**src/rtl/matrix_engine_arbiter.sv**
```systemverilog
// Round-robin arbiter/sequencer sharing one multi-cycle matrix engine among NUM_REQ requesters.
// Optional WAIT watchdog enabled by defining MAT_ARB_TIMEOUT_EN.
module matrix_engine_arbiter #(
  parameter int NUM_REQ        = 4,
  parameter int TIMEOUT_CYCLES = 64
) (
  input  logic                       clk,
  input  logic                       rst,
  input  logic [NUM_REQ-1:0]         req,
  output logic [NUM_REQ-1:0]         grant,
  output logic [$clog2(NUM_REQ)-1:0] sel_idx,
  output logic [NUM_REQ-1:0]         req_done,
  output logic                       err_timeout,
  output logic                       busy,
  output logic                       eng_start,
  input  logic                       eng_done
);

  localparam int IDX_W = $clog2(NUM_REQ);

  localparam logic [1:0] ST_IDLE    = 2'd0;
  localparam logic [1:0] ST_START   = 2'd1;
  localparam logic [1:0] ST_WAIT    = 2'd2;
  localparam logic [1:0] ST_RELEASE = 2'd3;

  localparam logic [IDX_W-1:0]   LAST_IDX = IDX_W'(NUM_REQ - 1);
  localparam logic [IDX_W:0]     NUM_EXT  = (IDX_W + 1)'(NUM_REQ);
  localparam logic [NUM_REQ-1:0] ONE_HOT0 = NUM_REQ'(1);

  if (NUM_REQ < 2 || TIMEOUT_CYCLES < 1) begin : g_bad_params
    $error("matrix_engine_arbiter: NUM_REQ must be >= 2 and TIMEOUT_CYCLES >= 1");
  end

  logic [1:0]           state;
  logic [IDX_W-1:0]     rr_ptr;
  logic [IDX_W-1:0]     win_idx;
  logic [IDX_W-1:0]     next_ptr;
  logic                 win_vld;
  logic                 timeout_hit;
  logic [2*NUM_REQ-1:0] req_dbl;
  logic [NUM_REQ-1:0]   req_rot;
  logic [IDX_W:0]       win_sum;

  // Rotate req so rr_ptr sits at bit 0; the lowest set bit of the rotated vector wins.
  always_comb begin
    req_dbl = {req, req} >> rr_ptr;
    req_rot = req_dbl[NUM_REQ-1:0];
    win_vld = |req;
    win_sum = '0;
    for (int i = NUM_REQ - 1; i >= 0; i--) begin
      if (req_rot[i]) win_sum = (IDX_W + 1)'(i);
    end
    win_sum = win_sum + {1'b0, rr_ptr};
    if (win_sum >= NUM_EXT) win_sum = win_sum - NUM_EXT;
    win_idx = win_sum[IDX_W-1:0];
  end

  assign next_ptr = (sel_idx == LAST_IDX) ? '0 : sel_idx + 1'b1;

  always_ff @(posedge clk) begin
    if (rst) begin
      state     <= ST_IDLE;
      rr_ptr    <= '0;
      grant     <= '0;
      sel_idx   <= '0;
      req_done  <= '0;
      eng_start <= 1'b0;
      busy      <= 1'b0;
    end else begin
      unique case (state)
        ST_IDLE: begin
          if (win_vld) begin
            grant     <= ONE_HOT0 << win_idx;
            sel_idx   <= win_idx;
            eng_start <= 1'b1;
            busy      <= 1'b1;
            state     <= ST_START;
          end
        end
        ST_START: begin
          eng_start <= 1'b0;
          state     <= ST_WAIT;
        end
        ST_WAIT: begin
          if (eng_done || timeout_hit) begin
            req_done <= grant;
            grant    <= '0;
            rr_ptr   <= next_ptr;
            state    <= ST_RELEASE;
          end
        end
        ST_RELEASE: begin
          req_done <= '0;
          busy     <= 1'b0;
          state    <= ST_IDLE;
        end
        default: state <= ST_IDLE;
      endcase
    end
  end

`ifdef MAT_ARB_TIMEOUT_EN
  localparam int              WD_W    = $clog2(TIMEOUT_CYCLES + 1);
  localparam logic [WD_W-1:0] WD_LAST = WD_W'(TIMEOUT_CYCLES - 1);

  logic [WD_W-1:0] wdog;

  // Fires on the WAIT cycle whose increment would bring the count to TIMEOUT_CYCLES.
  assign timeout_hit = (state == ST_WAIT) && !eng_done && (wdog == WD_LAST);

  always_ff @(posedge clk) begin
    if (rst) begin
      wdog        <= '0;
      err_timeout <= 1'b0;
    end else begin
      if (state == ST_START) begin
        wdog <= '0;
      end else if (state == ST_WAIT && !eng_done && !timeout_hit) begin
        wdog <= wdog + 1'b1;
      end
      err_timeout <= timeout_hit;
    end
  end
`else
  assign timeout_hit = 1'b0;
  assign err_timeout = 1'b0;
`endif

endmodule

```
**config.mk**
```make
export PLATFORM = sky130hd
export DESIGN_NAME = matrix_engine_arbiter
export DESIGN_NICKNAME = d
export VERILOG_FILES = /design/src/rtl/matrix_engine_arbiter.sv
export SDC_FILE = /design/constraint.sdc
export NUM_CORES = 1
export LEC_CHECK = 0
export BUFFER_PORTS_ARGS = -buffer_cell sky130_fd_sc_hd__buf_2
export CELL_PAD_IN_SITES_DETAIL_PLACEMENT = 1
export CELL_PAD_IN_SITES_GLOBAL_PLACEMENT = 1
export CORE_MARGIN = 2
export CORE_UTILIZATION = 35
export DETAILED_ROUTE_END_ITERATION = 8
export MAX_ROUTING_LAYER = met4
export PLACE_DENSITY = 0.81
export SLEW_MARGIN = 20
export SYNTH_ARGS = -nofsm -noshare
export SYNTH_HDL_FRONTEND = slang
export SYNTH_SLANG_ARGS = --single-unit
```
**constraint.sdc**
```tcl
create_clock -name clk -period 2.1 [get_ports clk]
set_input_delay 0.21 -clock clk [delete_from_list [all_inputs] [get_ports clk]]
set_output_delay 0.21 -clock clk [all_outputs]
set_load 0.005 [all_outputs]
```
* Word-level counts from Yosys, hierarchy flattened
Cells that the tools add are included.
Word-level totals: register bits after elaboration 16, output and inout port bits 13, logic and storage cells 49, input port bits 7
Operators by class: reductions and logical operators 13, $lt $le $gt $ge 1, shift operators 2, muxes and demuxes 17, add/sub/neg operators 3, equality and inequality tests 6
Operators by type and width (count):
- 4-bit one-hot mux with 2 select lines | 2
- 2-bit two-way mux | 6
- 4-bit two-way mux | 3
- 2-bit AND reduction | 6
- 2-bit one-hot mux with 4 select lines | 1
- 2-bit nonzero test | 4
- 8-bit by 2-bit >> shifter with 4-bit output | 1
- 2-bit == test (second input constant) | 3
- 3-bit two-way mux | 2
- 2-bit inequality test (second input constant) | 2
- 1-bit one-hot mux with 2 select lines | 2
- 4-bit OR reduction | 1
- 1-bit by 2-bit << shifter with 4-bit output (first input constant) | 1
- 3-bit by 2-bit adder with 3-bit output | 1
- 3-bit greater-or-equal comparator (second input constant) | 1
- 3-bit AND reduction | 1
- 2-bit by 1-bit adder with 2-bit output (second input constant) | 1
- 2-bit by 1-bit == test with 1-bit output (second input constant) | 1
- 2-bit logical NOT | 1
- 2-bit by 1-bit subtractor with 2-bit output (second input constant) | 1
- 1-bit two-way mux | 1

* Longest topological paths before layout
word-level depth 11, depth in mapped cells 11, depth with buffers taken out 10

* Worst setup path before layout
No wires, ideal clock.
kind register to register, start point register rr_ptr[0], end point register grant[0], required time 2.038 ns, cell stages (with the launch flop) 9, data arrival time 2.015 ns, clock period less this slack 2.077 ns, setup time 0.062 ns, path buffers 1, path slack 0.023 ns, path through dfxtp_1 buf_6 or4_1 o2111ai_1 ha_1 nor3_1 nand3_1 or3_1 nand3_1
Between the ends: word-level cells in the longest chain between the ends 11, elaborated cells between the ends (all ways) 12, those cells by class add/sub: 2; order compare: 1; shift: 2; mux: 7
Ends and longest elaborated chain:
- start: declaration | line 35 | logic [IDX_W-1:0] rr_ptr;
- start signal: assignment | line 88 | rr_ptr <= next_ptr;
- 8-bit by 2-bit >> shifter with 4-bit output | line 46 | req_dbl = {req, req} >> rr_ptr;
- 2-bit two-way mux (2 in a row) | line 51 | if (req_rot[i]) win_sum = (IDX_W + 1)'(i);
- 3-bit two-way mux (2 in a row) | line 51
- 3-bit by 2-bit adder with 3-bit output (*) | line 53 | win_sum = win_sum + {1'b0, rr_ptr};
- 3-bit greater-or-equal comparator / 2-bit by 1-bit subtractor with 2-bit output (equally long branches) | line 54 | if (win_sum >= NUM_EXT) win_sum = win_sum - NUM_EXT;
- 2-bit two-way mux (*) | line 54
- named net win_sum[0] | line 42 | logic [IDX_W:0] win_sum;
- 1-bit by 2-bit << shifter with 4-bit output (*) | line 73 | grant <= ONE_HOT0 << win_idx;
- 4-bit two-way mux (*) | line 72 | if (win_vld) begin
- 4-bit one-hot mux with 2 select lines (*) | line 70 | unique case (state)
- end signal: assignment | line 73
- end: declaration | line 10 | output logic [NUM_REQ-1:0] grant,
Mark *: on every way through the listed nets, which the timed path passes. The rest lies on a longest branch. The select of a mux whose other input is x is not followed. A chain may end at the register's enable or synchronous reset.

* Worst setup path after layout
Same ends and word-level chain as after synthesis.

==> metrics.md <==
| Metric | Value |
|---|---|
| WL/cell | `15.7 µm` |
| Crit start category | `flop` |
| Starting density of the core | `0.368` |
| Avg Cell Area, Syn | `8.30 µm²` |
| Dpl hpwl | `1960 µm` |
| Clock Tree Buf Depth | `2` |
| WHS | `0.214 ns` |
| Critical Path AT | `2.26 ns` |
| Iter 0 DRT Violations | `26` |
| Hold Path Class | `in -> reg` |
| Fin. max-slew vios | `0` |
| Fmax | `0.494 GHz` |
| Adder-Cell Fraction of Synth Area | `0.0872` |
| TritonRoute pass-1 iters | `4` |
| Post-synth top flop | `dfxtp_1` |
| DIE AREA | `3320 µm²` |
| Critical-path top delay cell | `or4_4` |
| Max FO, Critical Path | `4` |
| Final hold violation count | `0` |
| Required @ worst endpoint | `2.34 ns` |
| Dpl ws | `-0.0528 ns` |
| Simple-gate share of the synthesized area | `0.267` |
| Placer Congestion | `0.861` |
| CP Capture Type | `flop` |
| Critical Path, Cell by Cell | `or4_4 > o2111ai_2 > ha_2 > nor3_2 > nand3_1 > or3_1 > nand3_1` |
| Layout Skew | `0.00250 ns` |
| Top cell type by total area after synthesis | `dfxtp_1` |
| Fin Setup TNS | `0 ns` |
| CTS sink cnt | `16` |
| Ratio of cells with drive above 1 in the final layout | `0.357` |
| CTS buffer count | `3` |
| Layout Nets | `158` |
| TritonCTS clock tree | `built` |
| Number of placement rows | `19` |
| DRC violations left | `0` |
| H-tree depth | `1` |
| Worst setup margin | `0.0762 ns` |
| Vias/cell | `5.69` |
| GR Overflow Total | `0` |
| Synthesis Warnings | `0` |
| Initial antenna violation count | `0` |
| Ys async rst share | `0` |
| Largest stage delay on the critical path | `0.49 ns` |
| Post-DRT Antenna Nets | `0` |
| Core Box Area | `2730 µm²` |
| Skew-Pair Late Insertion Delay | `0.29 ns` |
| Max Cap Viol | `0` |
| Yosys cell types | `38` |
| Mapped Nets | `135` |
| Via count | `990` |
| Area Growth Syn to Fin | `23.9%` |
| Setup violators final | `0` |
| Hold_buf cts | `0` |
| Seq/Total Area, Yosys | `0.319` |
| Synth Area in Compound Gates | `0.218` |
| XOR/XNOR share of the synthesized area | `0.00872` |
| # IOs | `20` |
| First-pass GRT wire length | `4370 µm` |
| Fin crit period | `2.02 ns` |
| Status | `complete, no violations` |
| Vias in the first global route | `945` |
| Most frequent cells in the layout | `22 x nor2_1, 18 x buf_2, 15 x dfxtp_1, 9 x nand3_1, 7 x buf_4` |
| Pwr dens | `976 nW/µm²` |
| Worst-margin pin slew | `0.510 ns` |
| Tot GR Track Use | `0.177` |
| Number of flops mapped to enable cells by yosys | `0` |
| Largest family of logic cells by synthesized area | `simple AND/OR/NAND/NOR gates` |
| Maximum number of pins on one net before global-route repair | `16` |
| Clock transition at the registers of the reported paths | `0.09 ns` |
| Die Ht | `57.6 µm` |
| Chip width | `57.6 µm` |
| Most common cell after layout, fill and taps aside | `nor2_1` |
| Mapped Cells | `121` |
| Post-Route WL | `2730 µm` |
| CTS root buffer | `clkbuf_4` |
| Antenna Cells | `0` |
| Post-layout util | `0.455` |
| Cell mode on critical path | `nand3_1` |
| Max-slew headroom | `0.660` |
| Setup CP Type | `reg -> reg` |
| Most area-consuming cells after synthesis | `dfxtp_1 32%, ha_1 8.7%, nor2_1 8.6%` |
| Mux contribution to synthesized area | `0.0299` |
| I/O Buffers | `18` |
| Post-Syn Area | `1000 µm²` |
| Post-synth top area share | `0.319` |
| Worst ir drop on vdd | `0.000655 V` |
| Static Leak | `0.536 nW` |
| Seq cells post-synth | `16` |
| Fin crit share | `0.964` |
## where the power goes
group	total, mW	switching [mW]	internal, mW
registers	0.454	0.0730	0.381
logic	0.557	0.304	0.252
clock network	0.205	0.0993	0.106
total	1.22	0.476	0.739
## metrics by stage
step	cells	area [µm²]	power [mW]
2_1_floorplan	121	1000	0.794
3_3_place_gp	168	1130	0.936
3_5_place_dp	168	1130	0.959
4_1_cts	172	1170	1.18
5_1_grt	174	1240	1.31
6_report	174	1240	1.22
## area by class of cell
type                    count  area [µm²]
flip-flops and latches     16         324
repair buffers             26         154
inverters                   4        15.0
clock buffers               4        36.3
multi-input cells          93         677
fillers                   329        1490
well taps                  31        38.8
## state kept, by name (all words and copies together) (netlist names)
signal	cells
state	2
busy	1
sel_idx	2
grant	4
req_done	4
eng_start	1
rr_ptr	2
## synthesized netlist by cell type (2+ instances only)
master and count:
nor2_1 23, dfxtp_1 16, nand3_1 9, ha_1 7, nand2_1 7, a22oi_1 5
o21ai_0 5, clkbuf_1 4, inv_1 4, a211oi_1 3, mux2i_1 3, a21oi_1 2
a32oi_1 2, buf_4 2, buf_6 2, nor2b_1 2, nor3_1 2, o21ai_1 2
or3_1 2
## worst max-delay path: cells and delay by family (launching register included)
kind            cells  cell delay [ns]
simple gates        5             1.20
flops               1             0.37
fa+ha+maj           1             0.31
compound gates      1             0.10
## layer usage
| metal | GRT usage | part of all wire | up-vias |
|---|---|---|---|
| li1 | - | - | 477 |
| met1 | 0.204 | 0.41 | 476 |
| met2 | 0.299 | 0.54 | 27 |
| met3 | 0.0272 | 0.039 | 10 |
| met4 | 0.0797 | 0.012 | 0 |
| met5 | - | 0 | - |
## path summary, 6_finish.rpt
path                                   to  depth (start not counted)      start  slack (ns)
worst min register to register   grant[0]                          2   grant[0]        0.51
worst min-delay path            rr_ptr[1]                          3   eng_done        0.21
worst max-delay path             grant[0]                          7  rr_ptr[0]        0.08
worst max register to register   grant[0]                          7  rr_ptr[0]        0.08
## kinds of logic after synthesis
logic type	Yosys count
AND/OR/NAND/NOR	53
AO/OA/AOI/OAI	28
flip-flops	16
buffers and inverters	12
adder cells (fa/ha/maj)	7
multiplexers	3
other	1
XOR/XNOR	1
## what timing repair did
| item | CTS | global route |
|---|---|---|
| gates resized for setup | 2 | 14 |
| buffers inserted | 0 | 2 |
| setup endpoints to repair | 5 | 5 |
| pin swaps | 0 | 10 |
(Power assumes the default switching activity.)
